<file path="src/rtl/sap1_ram_loader_pkg.sv">
// rtl/sap1_ram_loader_pkg.sv - shared widths and loader state encodings for the SAP-1 RAM loader
package sap1_ram_loader_pkg;

    localparam int SAP1_AW = 4;
    localparam int SAP1_DW = 8;

    typedef enum logic [2:0] {
        LDR_IDLE   = 3'd0,
        LDR_LOAD   = 3'd1,
        LDR_WRITE  = 3'd2,
        LDR_VERIFY = 3'd3,
        LDR_DONE   = 3'd4
    } ldr_state_t;

endpackage

</file>
<file path="src/rtl/sap1_ram_loader.sv">
// rtl/sap1_ram_loader.sv - streams program bytes into the SAP-1 RAM, optionally verifies an XOR checksum
module sap1_ram_loader
    import sap1_ram_loader_pkg::*;
#(
    parameter int AW        = SAP1_AW,
    parameter int DW        = SAP1_DW,
    parameter bit VERIFY_EN = 1'b1
) (
    input  logic          clk,
    input  logic          clr_n,
    input  logic          start,
    input  logic          in_valid,
    input  logic [DW-1:0] in_data,
    output logic          in_ready,
    input  logic [DW-1:0] ram_q,
    output logic          ram_prog,
    output logic          ram_write,
    output logic          ram_ce,
    output logic [AW-1:0] ram_a,
    output logic [DW-1:0] ram_d,
    output logic          busy,
    output logic          done,
    output logic          err
);

    localparam logic [AW-1:0] A_LAST = '1;

    ldr_state_t    state, state_n;
    logic          in_ready_n, prog_n, write_n, ce_n, busy_n, done_n, err_n;
    logic [AW-1:0] a_n;
    logic [DW-1:0] d_n, sum, sum_n, chk, chk_n;

    always_ff @(posedge clk or negedge clr_n) begin
        if (!clr_n) begin
            state     <= LDR_IDLE;
            in_ready  <= 1'b0;
            ram_prog  <= 1'b0;
            ram_write <= 1'b0;
            ram_ce    <= 1'b0;
            ram_a     <= '0;
            ram_d     <= '0;
            busy      <= 1'b0;
            done      <= 1'b0;
            err       <= 1'b0;
            sum       <= '0;
            chk       <= '0;
        end else begin
            state     <= state_n;
            in_ready  <= in_ready_n;
            ram_prog  <= prog_n;
            ram_write <= write_n;
            ram_ce    <= ce_n;
            ram_a     <= a_n;
            ram_d     <= d_n;
            busy      <= busy_n;
            done      <= done_n;
            err       <= err_n;
            sum       <= sum_n;
            chk       <= chk_n;
        end
    end

    // Every output is a register; this block only computes the next value of each one.
    always_comb begin
        state_n    = state;
        in_ready_n = in_ready;
        prog_n     = ram_prog;
        write_n    = ram_write;
        ce_n       = ram_ce;
        a_n        = ram_a;
        d_n        = ram_d;
        busy_n     = busy;
        done_n     = done;
        err_n      = err;
        sum_n      = sum;
        chk_n      = chk;
        unique case (state)
            LDR_IDLE: begin
                if (start) begin
                    state_n    = LDR_LOAD;
                    in_ready_n = 1'b1;
                    prog_n     = 1'b1;
                    busy_n     = 1'b1;
                    done_n     = 1'b0;
                    err_n      = 1'b0;
                    a_n        = '0;
                    sum_n      = '0;
                end
            end
            LDR_LOAD: begin
                if (in_valid && in_ready) begin
                    state_n    = LDR_WRITE;
                    in_ready_n = 1'b0;
                    d_n        = in_data;
                    sum_n      = sum ^ in_data;
                    write_n    = 1'b1;
                end
            end
            LDR_WRITE: begin
                write_n = 1'b0;
                if (ram_a == A_LAST) begin
                    a_n = '0;
                    if (VERIFY_EN) begin
                        // Drop program mode before enabling the output so prog and ce never overlap.
                        state_n = LDR_VERIFY;
                        prog_n  = 1'b0;
                        ce_n    = 1'b1;
                        chk_n   = '0;
                    end else begin
                        state_n = LDR_DONE;
                    end
                end else begin
                    a_n        = ram_a + AW'(1);
                    in_ready_n = 1'b1;
                    state_n    = LDR_LOAD;
                end
            end
            LDR_VERIFY: begin
                chk_n = chk ^ ram_q;
                if (ram_a == A_LAST) begin
                    a_n     = '0;
                    err_n   = ((chk ^ ram_q) != sum);
                    state_n = LDR_DONE;
                end else begin
                    a_n = ram_a + AW'(1);
                end
            end
            LDR_DONE: begin
                busy_n  = 1'b0;
                done_n  = 1'b1;
                prog_n  = 1'b0;
                ce_n    = 1'b0;
                a_n     = '0;
                state_n = LDR_IDLE;
            end
            default: begin
                state_n = LDR_IDLE;
            end
        endcase
    end

endmodule

</file>
<file path="config.mk">
export PLATFORM = sky130hd
export DESIGN_NAME = sap1_ram_loader
export DESIGN_NICKNAME = d
export VERILOG_FILES = /design/src/rtl/sap1_ram_loader_pkg.sv /design/src/rtl/sap1_ram_loader.sv
export SDC_FILE = /design/constraint.sdc
export NUM_CORES = 1
export LEC_CHECK = 0
export ABC_AREA = 0
export BUFFER_PORTS_ARGS = -buffer_cell sky130_fd_sc_hd__buf_2
export CORE_UTILIZATION = 55
export CTS_BUF_LIST = sky130_fd_sc_hd__clkbuf_8 sky130_fd_sc_hd__clkbuf_16
export CTS_CLUSTER_DIAMETER = 80
export DETAILED_ROUTE_END_ITERATION = 16
export HOLD_SLACK_MARGIN = 0.12
export PLACE_DENSITY = 0.8
export SYNTH_ARGS = -nofsm -noshare
export SYNTH_HDL_FRONTEND = slang
export SYNTH_SLANG_ARGS = --single-unit
</file>
<file path="constraint.sdc">
create_clock -name clk -period 3.6 [get_ports clk]
set_clock_uncertainty 0.15 [all_clocks]
set_input_delay 0.36 -clock clk [delete_from_list [all_inputs] [get_ports clk]]
set_output_delay 0.36 -clock clk [all_outputs]
set_load 0.01 [all_outputs]
</file>
# Yosys cells after proc, flatten, opt, wreduce, memory -nomap -nowiden

Index checks and enable logic that the tools add are counted.
Widths: inputs -> output; s select.

Bits in registers: 38
Input port bits: 20
Output and inout bits: 19
Logic and storage cells: 77

Add/subtract/negate cells: 1
Eq/ne operators: 11
Multiplexer cells: 28
Bitwise logic cells: 2
Reductions and logical operators: 23

Operators by type and width:

| operator            | count |
|---|---|
| $pmux 8 s2          | 2 |
| $mux 8              | 3 |
| $xor 8x8->8         | 2 |
| $pmux 3 s4          | 1 |
| $pmux 4 s3          | 1 |
| $reduce_and 2->1    | 6 |
| $reduce_and 3->1    | 4 |
| $reduce_bool 2->1   | 6 |
| $ne 2x2->1 const B  | 5 |
| $pmux 1 s2          | 5 |
| $mux 3              | 3 |
| $reduce_bool 3->1   | 3 |
| $mux 1              | 8 |
| $mux 4              | 2 |
| $ne 8x8->1          | 1 |
| $eq 3x2->1 const B  | 2 |
| $pmux 1 s3          | 2 |
| $add 4x1->4 const B | 1 |
| $eq 4x4->1 const B  | 1 |
| $reduce_and 4->1    | 1 |
| $eq 3x1->1 const B  | 1 |
| $eq 3x3->1 const B  | 1 |
| $logic_not 3->1     | 1 |
| $mux 2              | 1 |
| other kinds (2)     | 2 |

# Depth between registers and ports, before layout

Depth after elaboration: 4
Gate-level depth with buffers: 7
Depth with buffers taken out: 5

# Least setup slack after synthesis

Ideal clock, no wire load.

Kind: register to register
Start: register state[2]
End: register ram_d[0]
Data arrival time: 1,490 ps
Path slack: 1,836 ps
Cell stages (with the launch flop): 5
Buffers on the path: 1
Clock period less this slack: 1,764 ps
Cells stage by stage: dfrtp_1 > buf_2 > nand4b_2 > nor2_2 > mux2_2

Word-level cells in the longest chain between the ends: 2

RTL lines:

| what                              | line                  | RTL |
|---|---|---|
| from (decl)                       | sap1_ram_loader.sv:28 | `ldr_state_t state, state_n;` |
| from (signal assigned)            | sap1_ram_loader.sv:48 | `state <= state_n;` |
| $eq 3x1->1                        | sap1_ram_loader.sv:77 | `unique case (state)` |
| $reduce_and 2->1 (no source line) | n/a                   |  |
| to (signal assigned)              | sap1_ram_loader.sv:54 | `ram_d <= d_n;` |
| to (decl)                         | sap1_ram_loader.sv:20 | `output logic [DW-1:0] ram_d,` |

No other way between the ends.
A chain may end at the register's enable or synchronous reset.

# Final worst setup path

Start: register state[1]
End: register chk[6]

Word-level cells in the longest chain between the ends: 3
Elaborated cells between the ends (all ways): 6
Classes of those cells: 3 x eq/ne; 1 x mux; 2 x reduce/logical

RTL lines:

| what                                                             | line                  | RTL |
|---|---|---|
| $eq 3x2->1                                                       | sap1_ram_loader.sv:77 |  |
| $ne 2x2->1 (no source line) or $reduce_bool 2->1 (tied branches) | n/a                   |  |
| $reduce_and 2->1 (no source line)                                | n/a                   |  |
| to (signal assigned)                                             | sap1_ram_loader.sv:59 | `chk <= chk_n;` |
| to (decl)                                                        | sap1_ram_loader.sv:31 | `logic [DW-1:0] d_n, sum, sum_n, chk, chk_n;` |

Several ways; a longest one is shown, not always the timed one.

==> flow_summary.toml <==
[logic_synthesis]
synth_cell_types = 30
synth_edf_count = 0
yosysWarnings = 0
yosys.cell_count.top_type = "dfrtp_1"
synth.top_cell.area_share_pct = 49.6
async_flop_share_pct = 100
synthTopCellsByArea = "dfrtp_1 50%, xnor3_1 7.0%, xnor2_1 5.9%, mux2_2 4.7%, mux2i_1 4.2%"
synth_seq_cells = 38
synth_area_leader_cell = "dfrtp_1"
synth.cell_area_mm2 = 0.00192
synth_common_cells = "38 x dfrtp_1, 15 x nand2_1, 13 x nor2_1, 13 x xnor2_1"
synth_flop_cell = "dfrtp_1"
syn_inst = 171
synth_nets = 192
synth.avg_cell_area_um2 = 11.2
seq_area_frac_synth_pct = 49.6

[status]
outcome = "completed"

[detailed_routing]
drt_iter0_markers = 61
antenna_left = 0
vias = 1448
drc = 0
viasPerCell = 5.66
wire_per_inst_um = 15.1
dr.pass1.iters = 5
drt-total-wl_um = 3870

[cts]
cts_hold_buf = 1
clockBufferDepth = 2
cts.clk_slew.worst_paths_ps = 70
cts.sinks = 38
cts_root_buf = "clkbuf_8"
worstSkewPairLatency_ps = 290
cts_max_level = 2
ctsResizeCount = 0
cts_tree = "built"
cts_setup_buffers = 0
cts_buffers = 5

[sta]
setup_viol_count_final = 0
hold_violations = 0
rsz0062_at_grt = "false"
period_needed_ps = 2120
slew_headroom_pct = 44.6
worst_pin_slew_ps = 831
fin_crit_sh_pct = 59.0
maxSlewViolCount = 0
fmax_mhz = 471
tns_ps = 0

[global_routing]
grt_pass1_wl_um = 6180
grt_max_degree = 39
overflow = 0
grt_antenna_before_repair = 0
grt_pass1_vias = 1411
track_usage_pct = 23.5

[critical_path]
cp-start-kind = "flip-flop"
crit_path_max_fanout = 16
critPathCaptureType = "flip-flop"
critical_path_class = "flip-flop to flip-flop"
worstPathRequired_ps = 3650
r2r_slack_ps = 1480
critPathArrivalTime_ps = 2170

[worst_hold_path]
hold_path_class = "primary input to flip-flop"

[finish]
final.fill_count = 274
antenna_cells = 0
layout-drive-gt1-share_pct = 26.7
final_util_pct = 66.9
nets = 230
multi_input_area_um2 = 922
area_growth_pct = 16.4
seq_area_um2 = 951

[floorplanning]
die-area_mm2 = 0.00373
boundaryPins = 39
core_mm2 = 0.00334
initial_core_util_pct = 57.5
row_count = 21
die_w_um = 61.1
fp.dieH_um = 61.1

[pwr]
powerDensity_mw_per_mm2 = 339
seqPwrFrac_pct = 56.4
pwr-share-clk_pct = 38.9
internal-power_mw = 0.596
switchingPower_mw = 0.160
p_comb_share_pct = 4.7
p_leak_nw = 1.07
ir_drop_mv = 0.302
sw_frac_of_total_pct = 21.2

[run]
cap_violations = 0

[placed_design]
io_buffers = 38
hpwl_um = 2920
routabilityCongestion = 0.793
==> through the flow <==
step	setup WS, ps	power [mW]	cell area, um^2	hold slack, ps	std cells
after floorplan	1840	0.446	1920	-85.6	171
after global placement	1640	0.469	2130	323	247
after detailed placement	1550	0.471	2130	338	247
after CTS	1530	0.760	2230	170	256
after global routing	1300	0.783	2230	169	256
final	1480	0.757	2230	173	256
==> registers in the layout (all words and copies together), names as in the netlist <==
| name | count |
|---|---|
| busy | 1 |
| chk | 8 |
| done | 1 |
| err | 1 |
| in_ready | 1 |
| ram_a | 4 |
| ram_ce | 1 |
| ram_d | 8 |
| ram_prog | 1 |
| ram_write | 1 |
| state | 3 |
| sum | 8 |
==> power by group through the flow <==
stage          combinational (mW)  sequential (mW)  clock (mW)
2_1_floorplan              0.0114            0.435           0
3_3_place_gp               0.0345            0.435           0
3_5_place_dp               0.0357            0.435           0
4_1_cts                    0.0366            0.427       0.297
5_1_grt                    0.0396            0.426       0.317
6_report                   0.0359            0.427       0.294
==> worst paths after layout <==
kind	startpoint	cells past startpoint	end
worst max-delay path	state[1]	4	chk[6]
worst max register to register	state[1]	4	chk[6]
worst min-delay path	in_data[5]	2	ram_d[5]
min in group asynchronous	clr_n	2	chk[1]
worst min register to register	chk[0]	1	chk[0]
max in group asynchronous	clr_n	2	ram_d[5]
==> kinds of logic (layout without fill, tap and decap cells) <==
group	after synthesis	count (layout)	share of synthesized area, %
adders and majority gates	1	1	0.652
and+or+nand+nor	52	52	14.1
muxes	16	16	8.87
buffers and inverters	11	50	2.35
DFF	38	38	49.6
xor gates and xnor gates	20	20	13.4
AOI/OAI and AO/OA	33	33	11.0
==> final cells by class <==
type / count / area share [%]
sequential: 38 / 42.6
multi-input combinational: 122 / 41.3
timing repair buffer: 39 / 8.96
clock buffer: 6 / 3.70
tap: 46 / 2.58
inverter: 3 / 0.504
clock inverter: 2 / 0.392
==> layer usage <==
| layer | track usage [%] | part of all wire [%] |
|---|---|---|
| met5 | 0 | 0 |
| met4 | 11.0 | 2.4 |
| met2 | 37.7 | 50 |
| met3 | 6.30 | 6.5 |
| met1 | 29.6 | 41 |
==> layout by cell type, fill, tap and decap left out, drive strengths merged, types with 2 or more instances in the layout <==
master and count:
o21a 9, and3 2, nand3 4, dfrtp 38
a22o 5, and2 2, inv 4, xnor3 6
clkbuf 6, xnor2 13, o21ai 9, nor2 14
buf 38, a21oi 8, nor2b 2, mux2i 8
nand2 15, mux2 8, nor3b 8
==> worst max-delay path, cell delays in order (launching register included) <==
cell     delay, ps
dfrtp_1        630
nor2b_1        470
nand2_1        320
o21a_1         260
mux2i_1        190
Power figures use the tool's default switching activity.
